--- config.mk ---
export PLATFORM = sky130hd
export DESIGN_NAME = screen_sequencer
export DESIGN_NICKNAME = d
export VERILOG_FILES = /design/src/rtl/screen_sequencer.sv
export SDC_FILE = /design/constraint.sdc
export NUM_CORES = 1
export LEC_CHECK = 0
export BUFFER_PORTS_ARGS = -buffer_cell sky130_fd_sc_hd__buf_2
export CAP_MARGIN = 20
export CORE_ASPECT_RATIO = 1.75
export CORE_MARGIN = 3
export CORE_UTILIZATION = 29
export DETAILED_ROUTE_END_ITERATION = 12
export PLACE_DENSITY_LB_ADDON = 0.08
export SLEW_MARGIN = 10
export SYNTH_ARGS = -nofsm -noshare
export SYNTH_HDL_FRONTEND = slang
export SYNTH_SLANG_ARGS = --single-unit
--- constraint.sdc ---
create_clock -name pclk_i -period 3.8 [get_ports pclk_i]
set_input_delay 0.19 -clock pclk_i [delete_from_list [all_inputs] [get_ports pclk_i]]
set_output_delay 0.19 -clock pclk_i [all_outputs]
set_load 0.02 [all_outputs]
--- src/rtl/screen_sequencer.sv ---
// Frame-synchronous game flow controller: latches click/UART/stop events and
// switches IDLE/WAIT/GAME/SCORE only on a vblnk rising edge, with a BCD countdown.
module screen_sequencer #(
  parameter int unsigned FPS            = 60,
  parameter int unsigned GAME_SECONDS   = 30,
  parameter int unsigned WAIT_TIMEOUT_S = 10,
  parameter int unsigned SCORE_HOLD_S   = 5
) (
  input  logic       pclk_i,
  input  logic       rst_ni,
  input  logic       vblnk_i,
  input  logic       rect_clicked_play_i,
  input  logic       uart_start_i,
  input  logic       mouse_clicked_stop_i,
  output logic [1:0] state_o,
  output logic       state_entry_o,
  output logic       frame_tick_o,
  output logic [7:0] time_left_bcd_o,
  output logic       tx_ready_o,
  output logic       game_active_o
);

  localparam int unsigned FCW = (FPS > 1) ? $clog2(FPS) : 1;
  localparam int unsigned SCW = 7;
  localparam int unsigned TW  = 8;
  localparam logic [FCW-1:0] FRAME_LAST = FCW'(FPS - 1);
  localparam logic [SCW-1:0] SEC_MAX    = {SCW{1'b1}};
  localparam logic [SCW-1:0] WAIT_SEC   = SCW'(WAIT_TIMEOUT_S);
  localparam logic [SCW-1:0] HOLD_SEC   = SCW'(SCORE_HOLD_S);
  localparam logic [TW-1:0]  GAME_BCD   = {4'(GAME_SECONDS / 10), 4'(GAME_SECONDS % 10)};

  typedef enum logic [1:0] {
    ST_IDLE  = 2'd0,
    ST_WAIT  = 2'd1,
    ST_GAME  = 2'd2,
    ST_SCORE = 2'd3
  } state_e;

  state_e         state_q, state_d;
  logic           vblnk_q, play_in_q, start_in_q, stop_in_q;
  logic           play_flag_q, play_flag_d;
  logic           start_flag_q, start_flag_d;
  logic           stop_flag_q, stop_flag_d;
  logic [FCW-1:0] frame_cnt_q, frame_cnt_d;
  logic [SCW-1:0] sec_cnt_q, sec_cnt_d;
  logic [TW-1:0]  time_q, time_d;
  logic           entry_q, entry_d;
  logic           tick_q, tick_d;
  logic           tx_q, tx_d;
  logic           act_q, act_d;

  logic           frame_edge, play_edge, start_edge, stop_edge;
  logic           hold_done, play_ok;
  logic           play_pend, start_pend, stop_pend;
  logic           sec_wrap;
  logic [FCW-1:0] frame_inc;
  logic [SCW-1:0] sec_inc;
  logic [TW-1:0]  time_dec;

  // Two-digit BCD decrement, saturating at 00.
  function automatic logic [TW-1:0] bcd_dec(input logic [TW-1:0] v);
    logic [TW-1:0] r;
    r = v;
    if (v == 8'h00) begin
      r = 8'h00;
    end else if (v[3:0] == 4'd0) begin
      r = {v[7:4] - 4'd1, 4'd9};
    end else begin
      r = {v[7:4], v[3:0] - 4'd1};
    end
    return r;
  endfunction

  assign frame_edge = vblnk_i & ~vblnk_q;
  assign play_edge  = rect_clicked_play_i & ~play_in_q;
  assign start_edge = uart_start_i & ~start_in_q;
  assign stop_edge  = mouse_clicked_stop_i & ~stop_in_q;

  // An edge only counts when the current state can act on it.
  assign hold_done  = (sec_cnt_q >= HOLD_SEC);
  assign play_ok    = (state_q == ST_IDLE) | ((state_q == ST_SCORE) & hold_done);
  assign play_pend  = play_flag_q | (play_edge & play_ok);
  assign start_pend = start_flag_q | (start_edge & (state_q == ST_WAIT));
  assign stop_pend  = stop_flag_q | (stop_edge & (state_q == ST_GAME));

  assign sec_wrap  = (frame_cnt_q == FRAME_LAST);
  assign frame_inc = sec_wrap ? '0 : frame_cnt_q + FCW'(1);
  assign sec_inc   = (sec_wrap && sec_cnt_q != SEC_MAX) ? sec_cnt_q + SCW'(1) : sec_cnt_q;
  assign time_dec  = sec_wrap ? bcd_dec(time_q) : time_q;

  always_comb begin
    state_d      = state_q;
    play_flag_d  = play_pend;
    start_flag_d = start_pend;
    stop_flag_d  = stop_pend;
    frame_cnt_d  = frame_cnt_q;
    sec_cnt_d    = sec_cnt_q;
    time_d       = time_q;
    entry_d      = 1'b0;
    tick_d       = frame_edge;

    if (frame_edge) begin
      frame_cnt_d = frame_inc;
      sec_cnt_d   = sec_inc;
      unique case (state_q)
        ST_IDLE: begin
          if (play_pend) state_d = ST_WAIT;
        end
        ST_WAIT: begin
          if (start_pend)             state_d = ST_GAME;
          else if (sec_inc >= WAIT_SEC) state_d = ST_IDLE;
        end
        ST_GAME: begin
          time_d = time_dec;
          if (stop_pend || time_dec == 8'h00) state_d = ST_SCORE;
        end
        ST_SCORE: begin
          if (play_pend) state_d = ST_IDLE;
        end
        default: state_d = ST_IDLE;
      endcase
    end

    // Every transition restarts the per-state timing and drops stale events.
    if (state_d != state_q) begin
      entry_d      = 1'b1;
      play_flag_d  = 1'b0;
      start_flag_d = 1'b0;
      stop_flag_d  = 1'b0;
      frame_cnt_d  = '0;
      sec_cnt_d    = '0;
      time_d       = (state_d == ST_GAME) ? GAME_BCD : 8'h00;
    end

    tx_d  = (state_d == ST_WAIT);
    act_d = (state_d == ST_GAME);
  end

  always_ff @(posedge pclk_i or negedge rst_ni) begin
    if (!rst_ni) begin
      state_q      <= ST_IDLE;
      vblnk_q      <= 1'b0;
      play_in_q    <= 1'b0;
      start_in_q   <= 1'b0;
      stop_in_q    <= 1'b0;
      play_flag_q  <= 1'b0;
      start_flag_q <= 1'b0;
      stop_flag_q  <= 1'b0;
      frame_cnt_q  <= '0;
      sec_cnt_q    <= '0;
      time_q       <= 8'h00;
      entry_q      <= 1'b0;
      tick_q       <= 1'b0;
      tx_q         <= 1'b0;
      act_q        <= 1'b0;
    end else begin
      state_q      <= state_d;
      vblnk_q      <= vblnk_i;
      play_in_q    <= rect_clicked_play_i;
      start_in_q   <= uart_start_i;
      stop_in_q    <= mouse_clicked_stop_i;
      play_flag_q  <= play_flag_d;
      start_flag_q <= start_flag_d;
      stop_flag_q  <= stop_flag_d;
      frame_cnt_q  <= frame_cnt_d;
      sec_cnt_q    <= sec_cnt_d;
      time_q       <= time_d;
      entry_q      <= entry_d;
      tick_q       <= tick_d;
      tx_q         <= tx_d;
      act_q        <= act_d;
    end
  end

  assign state_o         = state_q;
  assign state_entry_o   = entry_q;
  assign frame_tick_o    = tick_q;
  assign time_left_bcd_o = time_q;
  assign tx_ready_o      = tx_q;
  assign game_active_o   = act_q;

endmodule

# ---- Word-level counts from Yosys, hierarchy flattened
# Cells that the tools add are included.
dict set report word_totals {
  regBits 34
  input_bits 6
  out_inout_bits 14
  word_cells 78
}
dict set report op_classes {
  add_sub_neg 4
  order_cmp 2
  n_eq_ne 8
  mux 24
  bitwise 16
  reduce_logical 9
}
# op count
set op_table {}
lappend op_table {{8-bit 2-to-1 mux} 6}
lappend op_table {{6-bit 2-to-1 mux} 4}
lappend op_table {{7-bit 2-to-1 mux} 3}
lappend op_table {{8-bit zero test} 2}
lappend op_table {{2-bit 2-to-1 mux} 6}
lappend op_table {{1-bit bitwise AND} 8}
lappend op_table {{2-bit case mux with 4 select lines} 1}
lappend op_table {{4-bit by 1-bit subtractor with 4-bit output (second input constant)} 2}
lappend op_table {{7-bit by 1-bit adder with 7-bit output (second input constant)} 1}
lappend op_table {{7-bit by 3-bit >= comparator with 1-bit output (second input constant)} 1}
lappend op_table {{7-bit by 4-bit >= comparator with 1-bit output (second input constant)} 1}
lappend op_table {{7-bit != test (second input constant)} 1}
lappend op_table {{6-bit by 1-bit adder with 6-bit output (second input constant)} 1}
lappend op_table {{2-bit equality test (second input constant)} 3}
lappend op_table {{6-bit equality test (second input constant)} 1}
lappend op_table {{2-bit by 1-bit equality test with 1-bit output (second input constant)} 2}
lappend op_table {{4-bit zero test} 1}
lappend op_table {{1-bit 2-to-1 mux} 4}
lappend op_table {{1-bit inverter} 4}
lappend op_table {{1-bit OR} 4}
lappend op_table {{2-bit nonzero test} 2}
lappend op_table {{2-bit zero test} 1}
lappend op_table {{2-bit != test} 1}
lappend op_table {{2-bit AND reduction} 1}
lappend op_table {{2 further kinds} 2}

# ---- Longest topological paths before layout
dict set report logic_depth {
  ltp_word 12
  depth_mapped 9
  ltp_nobuf 8
}

# ---- Worst setup path after synthesis
# OpenSTA, ideal clock, no wires.
dict set report synth_timing {
  path_type {reg2reg}
  from {reg time_q[0] (netlist: time_left_bcd_o[0])}
  to {reg time_q[3] (netlist: time_left_bcd_o[3])}
  arrival_time_ps 2422
  required_ps 3701
  slack_ps 1278
  stages_incl_launch_ff 10
  path_buffers 1
  path_cell_list {dfrtp_1 -> inv_1 -> ha_1 -> nor3b_2 -> mux2_2 -> a31o_2 -> a31oi_1 -> nor4_4 -> buf_6 -> a311oi_1}
}
dict set report synth_via {
  elab_chain_len 12
}
# element line
set synth_lines {}
lappend synth_lines {{start, declared} 46} ;# logic [TW-1:0] time_q, time_d;
lappend synth_lines {{start signal, assigned} 167} ;# time_q <= time_d;
lappend synth_lines {{4-bit by 1-bit subtractor with 4-bit output / 4-bit zero test (equally long branches)} {69, 66}}
lappend synth_lines {{8-bit 2-to-1 mux} 66} ;# end else if (v[3:0] == 4'd0) begin
lappend synth_lines {{8-bit 2-to-1 mux} 64} ;# if (v == 8'h00) begin
lappend synth_lines {{8-bit 2-to-1 mux *} 89} ;# assign time_dec = sec_wrap ? bcd_dec(time_q) : time_q;
lappend synth_lines {{8-bit zero test} 115} ;# if (stop_pend || time_dec == 8'h00) state_d = ST_SCORE;
lappend synth_lines {{1-bit logical OR} 115}
lappend synth_lines {{2-bit 2-to-1 mux} 115}
lappend synth_lines {{2-bit case mux with 4 select lines} 105} ;# unique case (state_q)
lappend synth_lines {{2-bit 2-to-1 mux} 102} ;# if (frame_edge) begin
lappend synth_lines {{2-bit != test} 125} ;# if (state_d != state_q) begin
lappend synth_lines {{2-bit nonzero test (no source line)} --}
lappend synth_lines {{2-bit AND reduction (no source line)} --}
# Every way passes the cells marked *; elsewhere a longest branch is shown, timed or not. The select of a mux whose other input is x is not followed.
# A chain may end at the register's enable or synchronous reset.

# ---- Final worst setup path
dict set report layout_timing {
  from {reg time_q[0] (netlist: time_left_bcd_o[0])}
  to {reg time_q[7] (netlist: time_left_bcd_o[7])}
}
# Same word-level chain as after synthesis.

==> results.yml <==
run_status:
  status: "finished with violations"
  failed_checks: "hold timing"
finish:
  fillers: 732
  final_common_cell: "dfrtp_1"
  final_util_pct: 34.9
  area_growth_pct: 14.5
  layout_common_cells: "dfrtp_1, nor2_1, buf_2, nand2_1, nor3_1"
  layout-drive-gt1-share_pct: 20.8
  final_cells: 334
  fin_nets: 262
  diodes: 0
logic_synthesis:
  synth_edf_count: 0
  muxShareOfSynthArea_pct: 4.95
  synthAdderAreaFrac_pct: 4.07
  syn_area_sq_um: 2150
  syn-num-nets: 242
  syn_area_per_cell_sq_um: 9.39
  ys_types: 56
  synth_top_family_by_area: "simple AND/OR/NAND/NOR gates"
  ys_seq_area_share_pct: 39.6
  synth_compound_area_share_pct: 17.7
  netlist.area_leader.share_pct: 39.6
  synth-async-reset-ratio_pct: 100
  synth_ff_type: "dfrtp_1"
  synth-seq-cells: 34
  synth-simple-area-share_pct: 27.3
  netlist_instances: 229
  synthTopCellsByArea: "dfrtp_1, nor2_1, ha_1"
  synthXorXnorAreaFrac_pct: 2.44
  synth_top_cell_by_area: "dfrtp_1"
  yosys_warnings: 0
power:
  powerDensity_nw_per_um2: 599
  total_power_mw: 1.47
  swShare_pct: 38.9
  p_comb_share_pct: 35.2
  power.switching_uw: 574
  vdd_drop_max_mv: 0.235
  p_clk_share_pct: 29.0
  power.internal_uw: 900
  seq_power_share_pct: 35.8
  cellLeakagePower_nw: 1.05
timing:
  min_period_ns: 2.87
  rsz0062_at_grt: "false"
  fin_crit_sh_pct: 75.4
  finalSetupViolCount: 0
  timing.final.ws_setup_ns: 0.935
  whs_ns: -0.00630
  skew_ns: 0.00623
  slew_headroom_pct: 46.0
  tns_ns: 0
  finalHoldViolCount: 11
  drv_slew: 0
  worst_slew_pin_slew_ns: 0.811
  max_freq_mhz: 349
detailed_routing:
  first_pass_iters: 4
  post_drt_wl_per_cell_um: 17.1
  wirelength_um: 5720
  wl_met3_um: 148
  ant_nets: 0
  vias: 1757
  met2_length_um: 3190
  highest_layer: "met4"
  vias_per_cell: 5.26
  drt-initial-drc-count: 105
  wl_met1_um: 2220
  drc: 0
place:
  placed_cells: 326
  hpwl_um: 4280
  dp_slack_ns: 0.911
  port_buffers: 19
  gp_congestion: 0.791
cts:
  cts-root-buf: "clkbuf_16"
  cts.sinks: 34
  insertion_delay_ns: 0.29
  cts_buffers: 5
  cts_hold_buf: 0
  post_cts_buffers: 0
  cts.repair.resized: 0
  h-tree-depth: 2
  cts_max_path_buffers: 2
  clk_pin_slew_ns: 0.06
  tritoncts: "done"
setup_path:
  startpoint: "time_left_bcd_o[0]"
  cp_max_fo: 14
  crit_buf_inv: 2
  max_stage_delay_ns: 0.46
  required_ns: 3.98
  cp.arrival_ns: 3.05
  worstSetupPathType: "flip-flop to flip-flop"
  slowest_stage: "nor3b_2"
  crit_path_start_kind: "flip-flop"
  cp-end-kind: "flip-flop"
  worstReg2RegStart: "time_left_bcd_o[0]"
  path_delay_family: "compound AO/OA/AOI/OAI gates"
  path_cells: "inv_1 > ha_1 > nor3b_2 > mux2_2 > a31o_2 > a31oi_1 > nor4_4 > buf_4 > a211oi_1"
global_route:
  antenna_found_initial: 0
  grt_first_pass_wirelength_um: 9400
  first_global_vias: 1792
  grt_overflow: 0
  track_usage_pct: 14.3
  grt_max_degree: 35
die:
  design.portCount: 20
  die_h_um: 120
  initial_core_util_pct: 30.5
  rows: 40
  die_x_um: 71.1
  coreArea_sq_um: 7060
  die-area_sq_um: 8520
min_path:
  min_path_type: "input port to async pin"
run:
  drv_cap: 0
==> registers in the layout, summed over array words and instances, names as in the netlist <==
name and count:
stop_in_q 1, state_entry_o 1, tx_ready_o 1, start_flag_q 1, start_in_q 1, vblnk_q 1, play_in_q 1, state_o 2
sec_cnt_q 7, time_left_bcd_o 8, play_flag_q 1, frame_cnt_q 6, frame_tick_o 1, stop_flag_q 1, game_active_o 1
==> metal layers <==
metal  track usage [%]  vias up
li1                  -      880
met1              15.2      837
met2              26.8       27
met3              2.43       13
met4              6.47        0
met5                 0        -
==> worst paths after layout <==
kind | to | slack (ns) | depth (start not counted)
setup reg to reg | time_left_bcd_o[7] | 0.93 | 9
hold / removal | time_left_bcd_o[4] | -0.006 | 1
min in group pclk_i | start_in_q | 0.02 | 1
hold reg to reg | start_flag_q | 0.49 | 2
max in group asynchronous | frame_cnt_q[0] | 3.29 | 1
setup / recovery | time_left_bcd_o[7] | 0.93 | 9
==> cells in the mapped netlist (all sizes together), types with 2 or more instances <==
cell     count
a211oi       6
a21boi       3
a21oi       10
a311oi       2
a31oi        3
and3         4
buf          4
clkbuf       4
dfrtp       34
ha           7
inv          7
mux2         2
mux2i        8
nand2       15
nand2b       6
nand3        8
nand4        4
nor2        33
nor2b        6
nor3        12
nor3b        3
nor4         3
o2111ai      3
o211ai       5
o21ai        6
o21bai       2
o311ai       2
o31ai        2
or2          2
or3          2
or4          2
xnor2        3
xor2         3
==> power groups by stage <==
| stage | sequential [mW] | combinational [mW] | clock (mW) |
|---|---|---|---|
| finish | 0.528 | 0.518 | 0.427 |
| global route | 0.546 | 0.573 | 0.457 |
| CTS | 0.531 | 0.527 | 0.437 |
| detailed placement | 0.537 | 0.522 | 0 |
| global placement | 0.536 | 0.529 | 0 |
| floorplan | 0.561 | 0.337 | 0 |
==> metrics by stage <==
step	instance area (sq um)	hold slack, ns
after floorplan	2150	-0.106
after global placement	2310	0.311
after detailed placement	2310	0.312
after CTS	2460	0.0127
after global routing	2460	0.0176
final	2460	-0.00630
==> area by class of cell <==
class,count,area (sq um),share of cell area [%]
Clock buffer,6,139,5.64
Sequential cell,34,851,34.6
Clock inverter,2,12.5,0.508
Tap cell,84,105,4.27
Multi-Input combinational cell,179,1210,49.3
Inverter,8,30.0,1.22
Timing Repair Buffer,21,110,4.47
==> worst reg2reg max path, cell delays in order, from the launching register on <==
cell and delay [ns]:
dfrtp_1 0.44, inv_1 0.13, ha_1 0.20, nor3b_2 0.46
mux2_2 0.39, a31o_2 0.26, a31oi_1 0.35, nor4_4 0.06
buf_4 0.23, a211oi_1 0.23
==> logic make-up after synthesis <==
group	after synthesis
adder cells (fa/ha/maj)	7
flip-flops	34
XOR/XNOR	6
AND/OR/NAND/NOR	105
multiplexers	10
AO/OA/AOI/OAI	51
buffers and inverters	16
No activity file was read; power rests on OpenSTA's default activity.
